<file path="src/rtl/shift_packer.sv">
// Word-to-beat packer: gathers NUM_WORDS words of DATA_W bits into one wide beat
// behind a valid/ready output register, with flush of partial beats and sticky drop detection.
module shift_packer #(
    parameter int DATA_W    = 32,
    parameter int NUM_WORDS = 8,
    parameter int ORDER     = 0,
    localparam int CW       = $clog2(NUM_WORDS + 1)
) (
    input  logic                          clk_data,
    input  logic                          rst,
    input  logic [DATA_W-1:0]             data_i,
    input  logic                          wr_en_i,
    output logic                          wr_ready_o,
    input  logic                          flush_i,
    output logic [DATA_W*NUM_WORDS-1:0]   data_o,
    output logic                          data_valid_o,
    input  logic                          data_ready_i,
    output logic [CW-1:0]                 word_cnt_o,
    output logic                          drop_err_o
);

    localparam int            BW        = DATA_W * NUM_WORDS;
    localparam logic [CW-1:0] LAST_CNT  = CW'(NUM_WORDS - 1);
    localparam logic [CW-1:0] FULL_CNT  = CW'(NUM_WORDS);

    logic [BW-1:0] acc_q, acc_d;
    logic [CW-1:0] cnt_q, cnt_d;
    logic [BW-1:0] out_q, out_d;
    logic          out_valid_q, out_valid_d;
    logic [CW-1:0] out_cnt_q, out_cnt_d;
    logic          flush_pend_q, flush_pend_d;
    logic          err_q, err_d;

    logic          slot_free;
    logic          wr_ready;
    logic          accept;
    logic          full_beat;
    logic          flush_req;
    logic [BW-1:0] acc_ins;
    logic [BW-1:0] acc_next;
    logic [CW-1:0] eff_cnt;

    assign slot_free = !out_valid_q || data_ready_i;
    assign wr_ready  = !rst && !flush_pend_q && ((cnt_q != LAST_CNT) || slot_free);
    assign accept    = wr_en_i && wr_ready;
    assign full_beat = accept && (cnt_q == LAST_CNT);
    assign flush_req = flush_i || flush_pend_q;
    assign acc_next  = accept ? acc_ins : acc_q;
    assign eff_cnt   = cnt_q + CW'(accept);

    // The accumulator is always kept in final packed form, so a partial beat needs no realignment.
    always_comb begin
        acc_ins = acc_q;
        if (ORDER == 0) begin
            acc_ins = {acc_q[BW-DATA_W-1:0], data_i};
        end else begin
            for (int i = 0; i < NUM_WORDS; i++) begin
                if (cnt_q == CW'(i)) begin
                    acc_ins[i*DATA_W +: DATA_W] = data_i;
                end
            end
        end
    end

    always_comb begin
        acc_d        = acc_q;
        cnt_d        = cnt_q;
        out_d        = out_q;
        out_valid_d  = out_valid_q;
        out_cnt_d    = out_cnt_q;
        flush_pend_d = flush_pend_q;
        err_d        = err_q;

        if (out_valid_q && data_ready_i) begin
            out_valid_d = 1'b0;
            out_cnt_d   = '0;
        end

        // A completing write wins over a flush; the flush then finds nothing left to emit.
        if (full_beat) begin
            out_d        = acc_ins;
            out_valid_d  = 1'b1;
            out_cnt_d    = FULL_CNT;
            acc_d        = '0;
            cnt_d        = '0;
            flush_pend_d = 1'b0;
        end else begin
            acc_d = acc_next;
            cnt_d = eff_cnt;
            if (flush_req) begin
                if (eff_cnt == '0) begin
                    flush_pend_d = 1'b0;
                end else if (slot_free) begin
                    out_d        = acc_next;
                    out_valid_d  = 1'b1;
                    out_cnt_d    = eff_cnt;
                    acc_d        = '0;
                    cnt_d        = '0;
                    flush_pend_d = 1'b0;
                end else begin
                    flush_pend_d = 1'b1;
                end
            end
        end

        if (wr_en_i && !wr_ready) begin
            err_d = 1'b1;
        end
    end

    always_ff @(posedge clk_data) begin
        if (rst) begin
            acc_q        <= '0;
            cnt_q        <= '0;
            out_q        <= '0;
            out_valid_q  <= 1'b0;
            out_cnt_q    <= '0;
            flush_pend_q <= 1'b0;
            err_q        <= 1'b0;
        end else begin
            acc_q        <= acc_d;
            cnt_q        <= cnt_d;
            out_q        <= out_d;
            out_valid_q  <= out_valid_d;
            out_cnt_q    <= out_cnt_d;
            flush_pend_q <= flush_pend_d;
            err_q        <= err_d;
        end
    end

    // Outputs are forced low while reset is held, even before the first reset edge.
    assign wr_ready_o   = wr_ready;
    assign data_o       = rst ? '0 : out_q;
    assign data_valid_o = !rst && out_valid_q;
    assign word_cnt_o   = rst ? '0 : out_cnt_q;
    assign drop_err_o   = !rst && err_q;

    cnt_in_range: assert property (@(posedge clk_data) disable iff (rst) cnt_q < FULL_CNT);

endmodule

</file>
<file path="config.mk">
export PLATFORM = sky130hd
export DESIGN_NAME = shift_packer
export DESIGN_NICKNAME = d
export VERILOG_FILES = /design/src/rtl/shift_packer.sv
export SDC_FILE = /design/constraint.sdc
export NUM_CORES = 1
export LEC_CHECK = 0
export CAP_MARGIN = 10
export CORE_ASPECT_RATIO = 1.75
export CORE_MARGIN = 2
export CORE_UTILIZATION = 49
export DETAILED_ROUTE_END_ITERATION = 10
export HOLD_SLACK_MARGIN = 0.15
export PLACE_DENSITY = 0.73
export SYNTH_ARGS = -nofsm -noshare
export SYNTH_HDL_FRONTEND = slang
export SYNTH_SLANG_ARGS = --single-unit
</file>
<file path="constraint.sdc">
create_clock -name clk_data -period 3.07 [get_ports clk_data]
set_clock_uncertainty 0.15 [all_clocks]
set_input_delay 0.307 -clock clk_data [delete_from_list [all_inputs] [get_ports clk_data]]
set_output_delay 0.307 -clock clk_data [all_outputs]
set_load 0.01 [all_outputs]
</file>
==> summary.txt, run 1 <==
Place
  – DP HPWL: between 30000 and 40000 um
  – Setup slack at placement: -156 ps
  – Dpl cells: 2782
  – I/O Buffers: between 200 and 300
  – Placed cell area: 23900 sq um
  – Final Wtd Congestion: 0.785

Synth
  – Ys async rst share: 0%
  – XOR/XNOR Fraction of Synth Area: 0.0854%
  – Simple-gate portion of the synthesized area: 19.7%
  – Sequential area share after synthesis: around half
  – Mean Syn Cell Area: ~10 sq um
  – Synth Warn #: 0
  – Multiplexer area fraction after synthesis: roughly an eighth
  – Synth Area in Adders: less than 1%
  – Main combinational cell family by area after synthesis: simple AND/OR/NAND/NOR gates
  – Post-synthesis compound-gate area fraction: approximately a tenth
  – Syn_nets: ~2100
  – Yosys cell types: 38
  – Post-Syn Area: slightly above 20000 sq um
  – Synth Register Bits: approximately 520
  – Ys flop type: dfxtp_1
  – Post-synthesis cell count: 2056
  – Post-synth EDFFs: 0

STA
  – Tmin final: ~2900 ps
  – Slew headroom: approximately 34%
  – Unrepaired setup endpoints after global routing: no
  – Worst-margin pin slew: 989 ps
  – Highest Clock Rate: between 0.3 and 0.4 GHz
  – Final Slew Violations: 0
  – Final setup fails: 0
  – Final Hold Viols: 0
  – Final Cycle Share: just over 90%
  – Final worst slack: 200 ps

Cells and area
  – Share of layout cells above drive strength 1: under 10%
  – Layout net count: between 2000 and 2500
  – Post-layout util: between 60% and 70%
  – Non-filler cells, final: approximately 2900
  – Finished Cell Area: between 20000 and 30000 sq um
  – Syn-to-layout area delta: 23.3%

Clocking
  – CTS tree: done
  – CTS Buffer Depth: 3
  – Root Buffer: clkbuf_16
  – CTS Buf Count: 45
  – CTS clk-pin slew, worst paths: approximately 70 ps
  – Worst skew pair latency: about 550 ps
  – Clock sink count: between 500 and 600
  – Number of H-tree levels: 2

Global route
  – Vias in the first global route: about 15000
  – First-pass GRT wire length: just under 90000 um
  – Initial antenna violation count: 2
  – Pin count of the biggest net entering global routing: ~190
  – Tot GR Track Use: 25.5%
  – GRT Residual Overflow: 0

Flow run
  – Max cap viols: 0

Worst hold path
  – Hold/Removal Path Class: in -> reg

Die
  – Die H: 275 um
  – Std-Cell Core Area: slightly above 40000 sq um
  – Initial Util: around 49%
  – Row Count: 99
  – I/O Pins: 300
  – Die ar.: 43600 sq um
  – Die Wd: 159 um

Setup path
  – Largest stage delay, worst path: between 300 and 400 ps
  – CP startpoint kind: register
  – Worst Path Required: around 3400 ps
  – Worst-path cell chain: and4b_1 > nor2b_4 > nor2b_4 > ha_1 > ha_1 > xnor2_1 > nor3b_4 > a21o_4 > buf_12 > buf_12 > nand3_1 > o31ai_1
  – Sum of buffers and inverters on the critical path: 2
  – Crit Path Max Fanout: 15
  – Delay-heaviest family, CP: simple AND/OR/NAND/NOR gates
  – WP data arrival: 3160 ps
  – CP Capture Type: register
  – Slowest-stage cell, CP: and4b_1
  – Crit path kind: reg -> reg

Routing
  – Initial DRC Count: between 900 and 1000
  – 1st-pass router iterations: 5
  – DRC Markers: 0
  – Routed via count: between 15000 and 20000
  – Avg Vias per Cell: about 5.5
  – Wirelength per Cell: between 15 and 20 um
  – DRT antenna net count: 0
  – WL final: 56600 um

Power
  – Power Dens Cells: ~530 nW/um^2
  – Pleak: about 0.009 uW
  – VDD IR max: a little over 0.5 mV

Outcome
  – Outcome: finished clean
==> where the power goes <==
part           leakage, uW  total [uW]  switching [uW]  internal, uW
Clock             0.000717        5630            2450          3180
Combinational      0.00410         872             549           323
Sequential         0.00422        6850            27.6          6830
Total              0.00904       13400            3030         10300
==> sequential cells by signal (all words and copies together), names as in the netlist <==
register      flops
out_q           256
flush_pend_q      1
cnt_q             4
acc_q           256
out_cnt_q         4
out_valid_q       1
err_q             1
==> cells in the final DEF, fill, tap and decap left out, types with 2 or more instances in the layout <==
master,Yosys,routed
clkdlybuf4s50_1,0,298
clkbuf_8,0,6
nor2b_1,262,262
bufinv_16,0,4
buf_4,6,36
nor3_1,2,2
buf_12,12,35
clkbuf_16,0,45
and3_1,2,2
clkinv_2,0,13
nor2b_4,1,2
diode_2,0,2
nand3_1,260,259
a21oi_1,3,3
nor2_1,263,263
o31ai_1,256,256
inv_1,2,2
a31oi_1,2,2
a21boi_1,2,2
dfxtp_1,523,523
mux2i_1,256,256
clkbuf_1,87,10
nand2_1,3,3
ha_1,2,2
==> cell usage after synthesis, types with 2 or more instances <==
master | n | area share (%)
a21boi_1 | 2 | 0.073
a21oi_1 | 3 | 0.073
buf_6 | 34 | 1.9
buf_4 | 6 | 0.22
nand2_1 | 3 | 0.055
buf_1 | 4 | 0.073
inv_1 | 2 | 0.037
nor2_1 | 263 | 4.8
buf_2 | 49 | 1.2
mux2i_1 | 256 | 12
and3_1 | 2 | 0.061
ha_1 | 2 | 0.12
a31oi_1 | 2 | 0.061
a21o_1 | 2 | 0.073
o31ai_1 | 256 | 9.4
buf_8 | 8 | 0.59
buf_12 | 12 | 1.2
dfxtp_1 | 523 | 51
clkbuf_1 | 87 | 1.6
nor2b_1 | 262 | 8.0
nor3_1 | 2 | 0.049
nand3_1 | 260 | 6.3
==> cells by family after synthesis <==
kind of cell	Yosys count
and+or+nand+nor	801
DFF	523
AOI/OAI and AO/OA	270
muxes	256
buffers and inverters	202
xor gates and xnor gates	2
adders and majority gates	2
==> layer usage <==
layer | GRT usage [%] | part of all wire (%)
met1 | 29.0 | 39
met2 | 45.1 | 51
met3 | 4.13 | 4.8
met4 | 13.8 | 5.6
met5 | 0 | 0
==> path summary, 6_finish.rpt <==
path | end | cells past startpoint | from | slack (ps)
max | out_q[180] | 12 | cnt_q[3] | 200
min | out_q[241] | 3 | rst | 170
max reg2reg | out_q[180] | 12 | cnt_q[3] | 200
min reg2reg | out_cnt_q[0] | 2 | out_cnt_q[0] | 320
==> what timing repair did <==
action / in CTS / in global routing
hold endpoints to repair: 4 / 0
hold buffers: 1 / 0
gates resized for setup: 0 / 1
setup buffers: 0 / 0
setup endpoints to repair: 0 / 7
==> worst register-to-register path: stages (launching register included) <==
cell,delay [ps]
dfxtp_1,330
and4b_1,350
nor2b_4,210
nor2b_4,50
ha_1,190
ha_1,200
xnor2_1,170
nor3b_4,280
a21o_4,250
buf_12,200
buf_12,170
nand3_1,90
o31ai_1,120
==> area by class of cell <==
cell class,instances,area [sq um]
multi-input combinational,1331,8710
fill,3532,16200
inverter,2,7.51
clock inverter,17,185
timing repair buffer,372,3990
sequential,523,10500
clock buffer,61,1250
antenna,2,5.00
tap,555,694
==> metrics by stage <==
stage	hold WS, ps	total power (uW)	TNS (ps)
after floorplan	279	7610	0
after global placement	292	7860	-14660
after detailed placement	317	7880	-24100
after CTS	164	13400	0
after global routing	203	13700	0
final	169	13400	0
No activity file was read; power rests on OpenSTA's default activity.
==> run 2: changes to the inputs <==
--- a/config.mk
+++ b/config.mk
@@ -12,6 +12,7 @@
 export DETAILED_ROUTE_END_ITERATION = 10
 export HOLD_SLACK_MARGIN = 0.15
 export PLACE_DENSITY = 0.73
+export RECOVER_POWER = 25
 export SYNTH_ARGS = -nofsm -noshare
 export SYNTH_HDL_FRONTEND = slang
 export SYNTH_SLANG_ARGS = --single-unit
==> run 2 against run 1 <==
Flip-flop and latch count unchanged; combinational power down 0.6%; final cell count unchanged; critical endpoint is now data_o[118]; largest cell class unchanged.
==> summary.txt, run 2 (same netlist as run 1, synthesis figures left out) <==
Outcome
  – Outcome: finished clean

Cells and area
  – Fillers: 3535 (+0.085%)
  – Layout net count: 2314 (unchanged)
  – Share of layout cells above drive strength 1: 6.46% (-0.043 points)
  – Syn-to-layout area delta: 23.2%
  – FF/Latch Area: 10500 sq um (unchanged)
  – Post-layout util: 60.9% (-0.075 points)
  – Non-filler cells, final: 2863 (unchanged)
  – Commonest non-fill, non-tap cell in the layout: dfxtp_1
  – Multi-input gate area in the final layout: 8710 sq um (unchanged)
  – Largest registers: acc_q x256, out_q x256
  – Commonest cells after routing, fill and taps aside: 523 x dfxtp_1, 263 x nor2_1, 262 x nor2b_1

Clocking
  – CTS Buffer Depth: 3 (unchanged)
  – Clock sink count: 523 (unchanged)
  – Number of H-tree levels: 2 (unchanged)
  – CTS tree: done
  – Root Buffer: clkbuf_16
  – Post-CTS setup repair buffer count: 0 (unchanged)
  – CTS Buf Count: 45 (unchanged)
  – CTS clk-pin slew, worst paths: 70 ps (about the same)
  – Worst skew pair latency: 550 ps (about the same)

Place
  – Dpl cells: 2782 (unchanged)
  – DP HPWL: 39000 um (unchanged)
  – Setup slack at placement: -156 ps (unchanged)
  – I/O Buffers: 299 (unchanged)
  – Final Wtd Congestion: 0.785 (unchanged)

Power
  – Psw: 3030 uW (about the same)
  – Internal power: 10300 uW (about the same)
  – Pleak: 0.00944 uW (+4.4%)
  – Clock share of power: 42.2% (about the same)
  – Power Dens Cells: 528 nW/um^2 (about the same)
  – Sw frac: 22.7% (+0.028 points)
  – VDD IR max: 0.518 mV (about the same)
  – Combinational power share: 6.5% (about the same)
  – Sequential power share: 51.4% (about the same)

Die
  – Die ar.: 43600 sq um (unchanged)
  – Initial Util: 49.4% (unchanged)
  – Std-Cell Core Area: 41500 sq um (unchanged)
  – Row Count: 99 (unchanged)
  – I/O Pins: 300 (unchanged)
  – Die Wd: 159 um (unchanged)
  – Die H: 275 um (unchanged)

Setup path
  – R2R Path End: out_q[180]
  – R2r worst-path depth: 12 (unchanged)
  – CP startpoint kind: input pin
  – Crit Path Max Fanout: 103 (+88)
  – WP data arrival: 2530 ps (-630 ps)
  – Worst Path Required: 2610 ps (-750 ps)
  – Crit path kind: in -> out
  – Worst R2R Start: cnt_q[3]
  – CP Capture Type: output port
  – Worst setup path startpoint: rst
  – R2R setup slack: 200 ps (about the same)

Global route
  – Tot GR Track Use: 25.5% (unchanged)
  – GRT Residual Overflow: 0 (unchanged)
  – First-pass GRT wire length: 86500 um (unchanged)
  – Initial antenna violation count: 2 (unchanged)
  – Pin count of the biggest net entering global routing: 191 (unchanged)
  – Vias in the first global route: 15500 (unchanged)

Routing
  – Initial DRC Count: 1030 (+3.8%)
  – 1st-pass router iterations: 5 (unchanged)
  – DRC Markers: 0 (unchanged)
  – Routed via count: 15700 (+0.18%)
  – Wirelength per Cell: 19.8 um (+0.24%)
  – DRT antenna net count: 0 (unchanged)
  – WL final: 56800 um (+0.24%)
  – Avg Vias per Cell: 5.48 (+0.18%)

Worst hold path
  – Hold/Removal Path Class: in -> reg
  – Hold Path Stages: 3 (unchanged)
  – Hold worst-path end: out_q[241]
  – Hold path start: rst

STA
  – Final setup fails: 0 (unchanged)
  – Highest Clock Rate: 0.335 GHz (-3.8%)
  – Slew headroom: 26.0% (-8.1 points)
  – Final Cycle Share: 97.2% (+3.7 points)
  – Unrepaired setup endpoints after global routing: no
  – Worst-margin pin slew: 1110 ps (+121 ps)
  – Final Slew Violations: 0 (unchanged)
  – WHS: 159 ps (-9.70 ps)
  – Final worst slack: 85.0 ps (-115 ps)
  – Tmin final: 2990 ps (+115 ps)
  – Final Hold Viols: 0 (unchanged)

Flow run
  – Max cap viols: 0 (unchanged)
-- run 2: cell type report --
type	count	share of cell area [%]
inverters	2	0.0297
multi-input cells	1331	34.5
clock inverters	17	0.733
repair buffers	372	15.7
flip-flops and latches	523	41.4
well taps	555	2.75
clock buffers	61	4.93
diodes	2	0.0198
-- run 2: power groups by stage --
stage	logic [uW]	clock network (uW)	registers, uW
floorplan	620	0	6990
global placement	853	0	7010
detailed placement	866	0	7010
CTS	871	5710	6850
global route	919	5970	6850
finish	867	5630	6850
-- run 2: how the worst max path moves through the flow --
| stage | endpoint | slack, ps | depth (start not counted) |
|---|---|---|---|
| 2_1_floorplan | out_q[205] | 50 | 16 |
| 3_3_place_gp | out_cnt_q[2] | -140 | 12 |
| 3_5_place_dp | out_q[237] | -160 | 12 |
| 4_1_cts | out_q[237] | 150 | 11 |
| 5_1_grt | data_o[107] | 7 | 5 |
| 6_report | data_o[118] | 80 | 5 |
-- run 2: metal layers --
layer	GRT usage, %	wire length, um	up-vias
met5	0	0	-
met4	13.8	3180	0
met3	4.13	2750	114
met2	45.1	29000	412
met1	29.0	21900	7538
li1	-	-	7614
-- run 2: per-stage QoR --
stage | power (uW) | setup TNS, ps | instance area, sq um
after global placement | 7860 | -14660 | 23900
after CTS | 13400 | 0 | 25300
final | 13300 | 0 | 25300
after floorplan | 7610 | 0 | 20500
after global routing | 13700 | 0 | 25300
after detailed placement | 7880 | -24100 | 23900
-- run 2: repair_timing --
item | CTS | global route
gates resized for setup | 0 | 1
hold buffers | 1 | 0
endpoints found under the setup margin | 0 | 7
endpoints found under the hold margin | 4 | 0
-- run 2: worst max-delay path: stages --
cell and delay [ps]:
buf_8 80, buf_12 260, buf_4 860, nor2b_1 170, dlygate4sd3_1 710
